File: src/rtl/exu_lsu.sv
// exu_lsu: multi-cycle load/store unit with lane-aligned bus requests, byte strobes,
// load extension, misalignment/bus-error faults and a response watchdog.
`default_nettype none

module exu_lsu #(
  parameter int XLEN    = 32,
  parameter int TIMEOUT = 255
) (
  input  logic              clk,
  input  logic              rst,
  input  logic              in_valid,
  output logic              in_ready,
  input  logic              in_we,
  input  logic [1:0]        in_size,
  input  logic              in_unsigned,
  input  logic [XLEN-1:0]   in_addr,
  input  logic [XLEN-1:0]   in_wdata,
  output logic              mem_req_valid,
  input  logic              mem_req_ready,
  output logic              mem_req_we,
  output logic [XLEN-1:0]   mem_req_addr,
  output logic [XLEN-1:0]   mem_req_wdata,
  output logic [XLEN/8-1:0] mem_req_wstrb,
  input  logic              mem_rsp_valid,
  input  logic [XLEN-1:0]   mem_rsp_rdata,
  input  logic              mem_rsp_err,
  output logic              out_valid,
  input  logic              out_ready,
  output logic [XLEN-1:0]   out_rdata,
  output logic              out_fault,
  output logic [1:0]        out_cause
);

  localparam int SW = XLEN / 8;
  localparam int LB = $clog2(SW);
  localparam int TW = $clog2(TIMEOUT + 2);
  localparam logic [TW-1:0] TO_LAST = (TIMEOUT == 0) ? '0 : TW'(TIMEOUT - 1);

  localparam logic [1:0] CAUSE_NONE  = 2'd0;
  localparam logic [1:0] CAUSE_ALIGN = 2'd1;
  localparam logic [1:0] CAUSE_BUS   = 2'd2;
  localparam logic [1:0] CAUSE_TMO   = 2'd3;

  typedef enum logic [1:0] {
    S_IDLE = 2'd0,
    S_REQ  = 2'd1,
    S_RESP = 2'd2,
    S_DONE = 2'd3
  } state_e;

  state_e            state_q;
  logic              we_q;
  logic              uns_q;
  logic [1:0]        size_q;
  logic [LB-1:0]     lane_q;
  logic [XLEN-1:0]   addr_q;
  logic [XLEN-1:0]   wdata_q;
  logic [SW-1:0]     wstrb_q;
  logic [XLEN-1:0]   rdata_q;
  logic [TW-1:0]     cnt_q;
  logic              fault_q;
  logic [1:0]        cause_q;

  logic [LB-1:0]     lane_d;
  logic              misalign_d;
  logic [7:0]        strb_base_d;
  logic [SW-1:0]     wstrb_d;
  logic [XLEN-1:0]   wdata_d;
  logic [XLEN-1:0]   addr_d;
  logic              expire_d;
  logic [XLEN-1:0]   rsh_d;
  logic [XLEN-1:0]   mask_d;
  logic              sign_d;
  logic [XLEN-1:0]   ext_d;

  assign lane_d  = in_addr[LB-1:0];
  assign addr_d  = {in_addr[XLEN-1:LB], LB'(0)};
  assign wdata_d = in_wdata << {lane_d, 3'b000};
  assign wstrb_d = SW'(strb_base_d) << lane_d;

  always_comb begin
    misalign_d  = 1'b0;
    strb_base_d = 8'h01;
    case (in_size)
      2'd0: begin misalign_d = 1'b0;          strb_base_d = 8'h01; end
      2'd1: begin misalign_d = in_addr[0];    strb_base_d = 8'h03; end
      2'd2: begin misalign_d = |in_addr[1:0]; strb_base_d = 8'h0F; end
      default: begin
        // A doubleword has no legal encoding on a 32-bit datapath.
        misalign_d  = (XLEN == 32) | (|in_addr[2:0]);
        strb_base_d = 8'hFF;
      end
    endcase
  end

  assign expire_d = (TIMEOUT != 0) && (cnt_q >= TO_LAST);
  assign rsh_d    = mem_rsp_rdata >> {lane_q, 3'b000};

  always_comb begin
    mask_d = '1;
    sign_d = 1'b0;
    case (size_q)
      2'd0:    begin mask_d = XLEN'(8'hFF);         sign_d = rsh_d[7];  end
      2'd1:    begin mask_d = XLEN'(16'hFFFF);      sign_d = rsh_d[15]; end
      2'd2:    begin mask_d = XLEN'(32'hFFFF_FFFF); sign_d = rsh_d[31]; end
      default: begin mask_d = '1;                   sign_d = 1'b0;      end
    endcase
  end

  // When the field fills XLEN the mask is all ones and the upper fill vanishes.
  assign ext_d = (rsh_d & mask_d) | ((!uns_q && sign_d) ? ~mask_d : '0);

  always_ff @(posedge clk or posedge rst) begin
    if (rst) begin
      state_q <= S_IDLE;
      we_q    <= 1'b0;
      uns_q   <= 1'b0;
      size_q  <= 2'd0;
      lane_q  <= '0;
      addr_q  <= '0;
      wdata_q <= '0;
      wstrb_q <= '0;
      rdata_q <= '0;
      cnt_q   <= '0;
      fault_q <= 1'b0;
      cause_q <= CAUSE_NONE;
    end else begin
      case (state_q)
        S_IDLE: begin
          if (in_valid) begin
            we_q    <= in_we;
            uns_q   <= in_unsigned;
            size_q  <= in_size;
            lane_q  <= lane_d;
            addr_q  <= addr_d;
            wdata_q <= wdata_d;
            wstrb_q <= wstrb_d;
            rdata_q <= '0;
            cnt_q   <= '0;
            if (misalign_d) begin
              state_q <= S_DONE;
              fault_q <= 1'b1;
              cause_q <= CAUSE_ALIGN;
            end else begin
              state_q <= S_REQ;
              fault_q <= 1'b0;
              cause_q <= CAUSE_NONE;
            end
          end
        end
        S_REQ: begin
          if (TIMEOUT != 0) cnt_q <= cnt_q + 1'b1;
          if (mem_req_ready) begin
            state_q <= S_RESP;
          end else if (expire_d) begin
            state_q <= S_DONE;
            fault_q <= 1'b1;
            cause_q <= CAUSE_TMO;
          end
        end
        S_RESP: begin
          if (TIMEOUT != 0) cnt_q <= cnt_q + 1'b1;
          // A response arriving in the expiry cycle still completes the op.
          if (mem_rsp_valid) begin
            state_q <= S_DONE;
            if (mem_rsp_err) begin
              fault_q <= 1'b1;
              cause_q <= CAUSE_BUS;
            end else begin
              rdata_q <= we_q ? '0 : ext_d;
            end
          end else if (expire_d) begin
            state_q <= S_DONE;
            fault_q <= 1'b1;
            cause_q <= CAUSE_TMO;
          end
        end
        default: begin
          if (out_ready) state_q <= S_IDLE;
        end
      endcase
    end
  end

  assign in_ready      = (state_q == S_IDLE);
  assign mem_req_valid = (state_q == S_REQ);
  assign mem_req_we    = mem_req_valid & we_q;
  assign mem_req_addr  = mem_req_valid ? addr_q  : '0;
  assign mem_req_wdata = mem_req_valid ? wdata_q : '0;
  assign mem_req_wstrb = mem_req_valid ? wstrb_q : '0;
  assign out_valid     = (state_q == S_DONE);
  assign out_rdata     = out_valid ? rdata_q : '0;
  assign out_fault     = out_valid & fault_q;
  assign out_cause     = out_valid ? cause_q : CAUSE_NONE;

endmodule

`default_nettype wire
File: config.mk
export PLATFORM = sky130hd
export DESIGN_NAME = exu_lsu
export DESIGN_NICKNAME = d
export VERILOG_FILES = /design/src/rtl/exu_lsu.sv
export SDC_FILE = /design/constraint.sdc
export NUM_CORES = 1
export LEC_CHECK = 0
export CAP_MARGIN = 25
export CELL_PAD_IN_SITES_DETAIL_PLACEMENT = 0
export CELL_PAD_IN_SITES_GLOBAL_PLACEMENT = 1
export CORE_UTILIZATION = 32
export DETAILED_ROUTE_END_ITERATION = 12
export GPL_TIMING_DRIVEN = 0
export PLACE_DENSITY = 0.83
export SLEW_MARGIN = 20
export SYNTH_ARGS = -nofsm -noshare
export SYNTH_HDL_FRONTEND = slang
export SYNTH_SLANG_ARGS = --single-unit
File: constraint.sdc
create_clock -name clk -period 4.3 [get_ports clk]
set_input_delay 1.29 -clock clk [delete_from_list [all_inputs] [get_ports clk]]
set_output_delay 1.29 -clock clk [all_outputs]
set_load 0.02 [all_outputs]
## Word-level counts from Yosys, hierarchy flattened

Cells that the tools add are included.

| word-level totals | value |
|---|---|
| register bits after elaboration | 118 |
| word-level logic and storage cells | 88 |

| cells by class | value |
|---|---|
| bitwise operators | 5 |
| reductions and logical operators | 16 |
| mux-type cells | 38 |
| equal/unequal tests | 12 |
| add/sub/neg operators | 1 |
| shifts and indexed selects | 3 |
| magnitude comparators | 1 |

Operators by type and width:

| kind | number |
|---|---|
| 2-to-1 mux 32 bit | 8 |
| case mux 32 bit (2 select lines) | 2 |
| AND 32 bit | 1 |
| inverter 32 bit | 1 |
| bitwise OR 32 bit | 1 |
| << shifter 32 x 5 -> 32 bit | 1 |
| right shift 32 x 5 -> 32 bit | 1 |
| 2-to-1 mux 2 bit | 12 |
| case mux 9 bit (2 select lines) | 1 |
| case mux 2 bit (3 select lines) | 2 |
| case mux 4 bit (3 select lines) | 1 |
| adder 9 x 1 -> 9 bit, second input constant | 1 |
| greater-or-equal comparator 9 x 8 -> 1 bit, second input constant | 1 |
| 2-to-1 mux 9 bit | 1 |
| case mux 1 bit (3 select lines) | 3 |
| == test 2 bit, second input constant | 4 |
| != test 2 bit, second input constant | 4 |
| AND reduction 4 bit | 2 |
| 2-to-1 mux 1 bit | 7 |
| == test 2 x 1 -> 1 bit, second input constant | 3 |
| zero test 2 bit | 3 |
| AND reduction 2 bit | 3 |
| 2-to-1 mux 4 bit | 1 |
| nonzero test 2 bit | 2 |
| other kinds (8) | 10 |

## Longest topological paths before layout

| depth | value |
|---|---|
| word-level depth | 9 |
| mapped depth | 8 |
| gate-level depth less buffers | 6 |

## Worst setup path before layout

OpenSTA, ideal clock, no wires.

| path | value |
|---|---|
| path type | register to output |
| start point | register state_q[1] |
| end point | output mem_req_addr[29] |
| setup slack | 1.442 ns |
| buffers on the path | 2 |
| stages on the path, launching flop included | 6 |
| data arrival time | 1.568 ns |
| cell sequence | dfrtp_1 > inv_1 > ha_1 > clkbuf_1 > clkbuf_1 > and2_1 |

| between the ends | value |
|---|---|
| longest elaborated chain between the ends | 2 |

Ends and longest elaborated chain:

| element | RTL line | RTL |
|---|---|---|
| start, declared | 51 | `state_e state_q;` |
| start signal, assigned | 115 | `state_q <= S_IDLE;` |
| start signal, assigned | 141 | `state_q <= S_DONE;` |
| start signal, assigned | 145 | `state_q <= S_REQ;` |
| == test 2 x 1 -> 1 bit | 186 | `assign mem_req_valid = (state_q == S_REQ);` |
| named net mem_req_valid | 18 | `output logic mem_req_valid,` |
| 2-to-1 mux 32 bit | 188 | `assign mem_req_addr = mem_req_valid ? addr_q : '0;` |
| end, declared | 21 | `output logic [XLEN-1:0] mem_req_addr,` |

The timed path passes the listed nets, and every way through them passes these cells.

## Worst setup path in the final report

| path | value |
|---|---|
| start point | register state_q[0] |
| end point | output out_cause[0] |

| between the ends | value |
|---|---|
| longest elaborated chain between the ends | 2 |

Ends and longest elaborated chain:

| element | RTL line | RTL |
|---|---|---|
| == test 2 bit | 191 | `assign out_valid = (state_q == S_DONE);` |
| 2-to-1 mux 2 bit | 194 | `assign out_cause = out_valid ? cause_q : CAUSE_NONE;` |
| end, declared | 31 | `output logic [1:0] out_cause` |

Every way passes these cells.

==> impl_metrics.yaml <==
timing:
  fin_ws_ns: 0.273
  rsz0062_at_grt: "no"
  worst_pin_slew_ns: 0.691
  period_share_pct: 93.6
  skew_ns: 0.00839
  hold_viol: 0
  drv_slew: 0
  fmax_ghz: 0.248
  finalSetupViolations: 0
  relSlewSlack_pct: 53.8
  fin_tns_setup_ns: 0
  finalCriticalPeriod_ns: 4.03
clock_tree:
  clock_latency_ns: 0.42
  cts-htree-levels: 4
  cts-root-buf: "clkbuf_16"
  numCtsBuffers: 17
  clockBufferDepth: 2
  cts.reportedPaths.clkPinSlew_ns: 0.06
  cts.sinks: 118
  cts_tree: "done"
  hold_buffers: 0
routing:
  drt_first_pass_iters: 5
  dr.first_iter.drc_count: 229
  vias: 5539
  routed_via_density: 4.90
  post_drt_wl_per_cell_um: 17.6
  routed_wl_um: 19800
  drc: 0
  ant_nets: 0
setup_path:
  reg2reg_to: "wdata_q[31]"
  worstSetupStartpointType: "register"
  r2r_start: "state_q[0]"
  path_buf_inv: 3
  criticalPathCategory: "reg -> out"
  max_stage_delay_ns: 0.60
  path_max_fanout: 10
  worstPathArrival_ns: 2.74
  cp_top_family: "buffers and inverters"
  end_kind: "output port"
  crit_path_top_delay_cell: "clkdlybuf4s50_1"
  critical_path_required_ns: 3.01
  regToRegSetupSlack_ns: 1.79
  worstRegToRegCells: 6
  cp_cell_sequence: "ha_1 > clkbuf_2 > clkbuf_1 > and2_1 > clkdlybuf4s50_1"
floorplanning:
  row_count: 51
  core_um2: 19500
  dieArea_um2: 20600
  die_x_um: 143
  ios: 214
  die_h_um: 143
  start_util_pct: 32.8
global_routing:
  grt_max_degree: 32
  grtUsageTotal_pct: 19.9
  grt_pass1_wl_um: 30900
  overflow: 0
  grt_pass1_vias: 5644
  antenna_found_initial: 0
cells_and_area:
  final_common_cell: "clkdlybuf4s50_1"
  diodes: 0
  postLayoutCoreUtil_pct: 48.7
  layout_common_cells: "210 x clkdlybuf4s50_1, 118 x dfrtp_1, 103 x and2_1, 52 x mux2_2, 45 x o21ai_0"
  final_nets: 966
  multi_input_area_um2: 3180
  stdcell_count: 1130
  seqCellArea_um2: 2950
  nFillCells: 1838
  syn_to_final_growth_pct: 48.6
  drive_gt1_share_pct: 14.3
pwr:
  irDropWorstVdd_mv: 0.318
  power.density_nw_per_um2: 591
  p_leak_uw: 0.00398
outcome:
  outcome: "complete, no violations"
hold_path:
  hold_depth: 2
  hp-start: "wdata_q[19]"
  hold_end: "wdata_q[19]"
  hold_class: "reg -> reg"
flow_run:
  cap_violations: 0
placed_design:
  dp_cells: 1099
  post-dp-hpwl_um: 15000
  preCtsSetupSlack_ns: 0.379
  io_buffers: 210
  routabilityCongestion: 0.888
logic_synthesis:
  ys_top_cells_by_area: "dfrtp_1 46%, and2_1 10%, mux2_2 9.1%, mux2i_1 5.2%, o21ai_0 3.5%"
  yosysWarnings: 0
  netlist_area_um2: 6400
  synth_area_leader_cell: "dfrtp_1"
  syn_inst: 619
  synth_top_area_share_pct: 46.1
  syn_area_per_cell_um2: 10.3
  ys_ff_latch: 118
  async_flop_share_pct: 100
  ys_types: 52
  synth_edf_count: 0
  ys_seq_area_share_pct: 46.1
  synth_flop_cell: "dfrtp_1"
==> synth_stat cells, drive strengths merged (3+ instances only) <==
cell / number
a221o: 16
nand2b: 3
nor2b: 13
mux2: 52
dfrtp: 118
nand3: 4
or2: 3
a21oi: 38
clkbuf: 29
nand2: 36
inv: 8
nand4: 3
ha: 6
nor3: 4
buf: 16
o21ai: 45
o31ai: 5
a211oi: 9
mux2i: 33
a22o: 16
nor2: 31
and2: 103
==> per-stage QoR <==
step,hold WS [ns],instance area [um^2],total power (uW)
after CTS,0.479,9510,5670
after global routing,0.486,9520,5970
after floorplan,0.441,6410,3330
after detailed placement,0.466,8930,4210
final,0.473,9520,5620
after global placement,0.454,8850,4160
==> tightest hold or removal path, delay by kind of cell, from the launching register on <==
| family | cells | cell delay (ns) |
|---|---|---|
| and+or+nand+nor | 1 | 0.05 |
| AOI/OAI and AO/OA | 1 | 0.06 |
| DFF | 1 | 0.34 |
==> worst max-delay path by stage <==
stage               startpoint          endpoint  slack, ns  cells past startpoint
floorplan           state_q[1]  mem_req_addr[29]       1.44                      5
global placement           rst       rdata_q[11]       0.27                      2
detailed placement  state_q[1]  mem_req_wstrb[2]       0.38                      6
CTS                 state_q[0]     out_rdata[25]       0.05                      5
global route        state_q[1]  mem_req_wdata[9]       0.09                      6
finish              state_q[0]      out_cause[0]       0.27                      5
==> layout make-up <==
cell class,instances,area share (%)
well taps,265,3.48
clock buffers,18,4.51
flip-flops and latches,118,31.0
clock inverters,13,1.66
multi-input cells,448,33.4
repair buffers,214,22.9
inverters,8,0.355
plain buffers,46,2.59
==> repair_timing <==
| action | 4_1_cts | 5_1_grt |
|---|---|---|
| resized for setup | 1 | 4 |
| endpoints found under the setup margin | 10 | 10 |
| setup buffers | 0 | 0 |
==> kinds of logic after synthesis <==
kind of cell	after synthesis	synth area share (%)
adder cells (fa/ha/maj)	6	1.17
flip-flops	118	46.1
buffers and inverters	54	4.26
other	1	0.0585
AND/OR/NAND/NOR	207	18.2
multiplexers	86	14.7
XOR/XNOR	2	0.274
AO/OA/AOI/OAI	145	15.3
==> power by group <==
group | internal [uW] | switching [uW]
Sequential | 1570 | 259
Clock | 904 | 532
Combinational | 1130 | 1230
==> state kept, by name (all words and copies together), names as in the netlist <==
name and cells:
wdata_q 32, size_q 2, addr_q 30, cause_q 2
cnt_q 9, uns_q 1, fault_q 1, rdata_q 32
state_q 2, lane_q 2, we_q 1, wstrb_q 4
==> layer usage <==
metal  global-route usage (%)  wire (um)  part of all wire, %  up-vias
met3                     5.96       1360                  6.8       24
li1                         -          -                    -     2652
met1                     24.9       8820                   44     2680
met2                     32.4       9340                   47      183
met4                     6.89        339                  1.7        0
met5                        0          0                    0        -
Note: power is estimated with default switching activity, not from simulation.
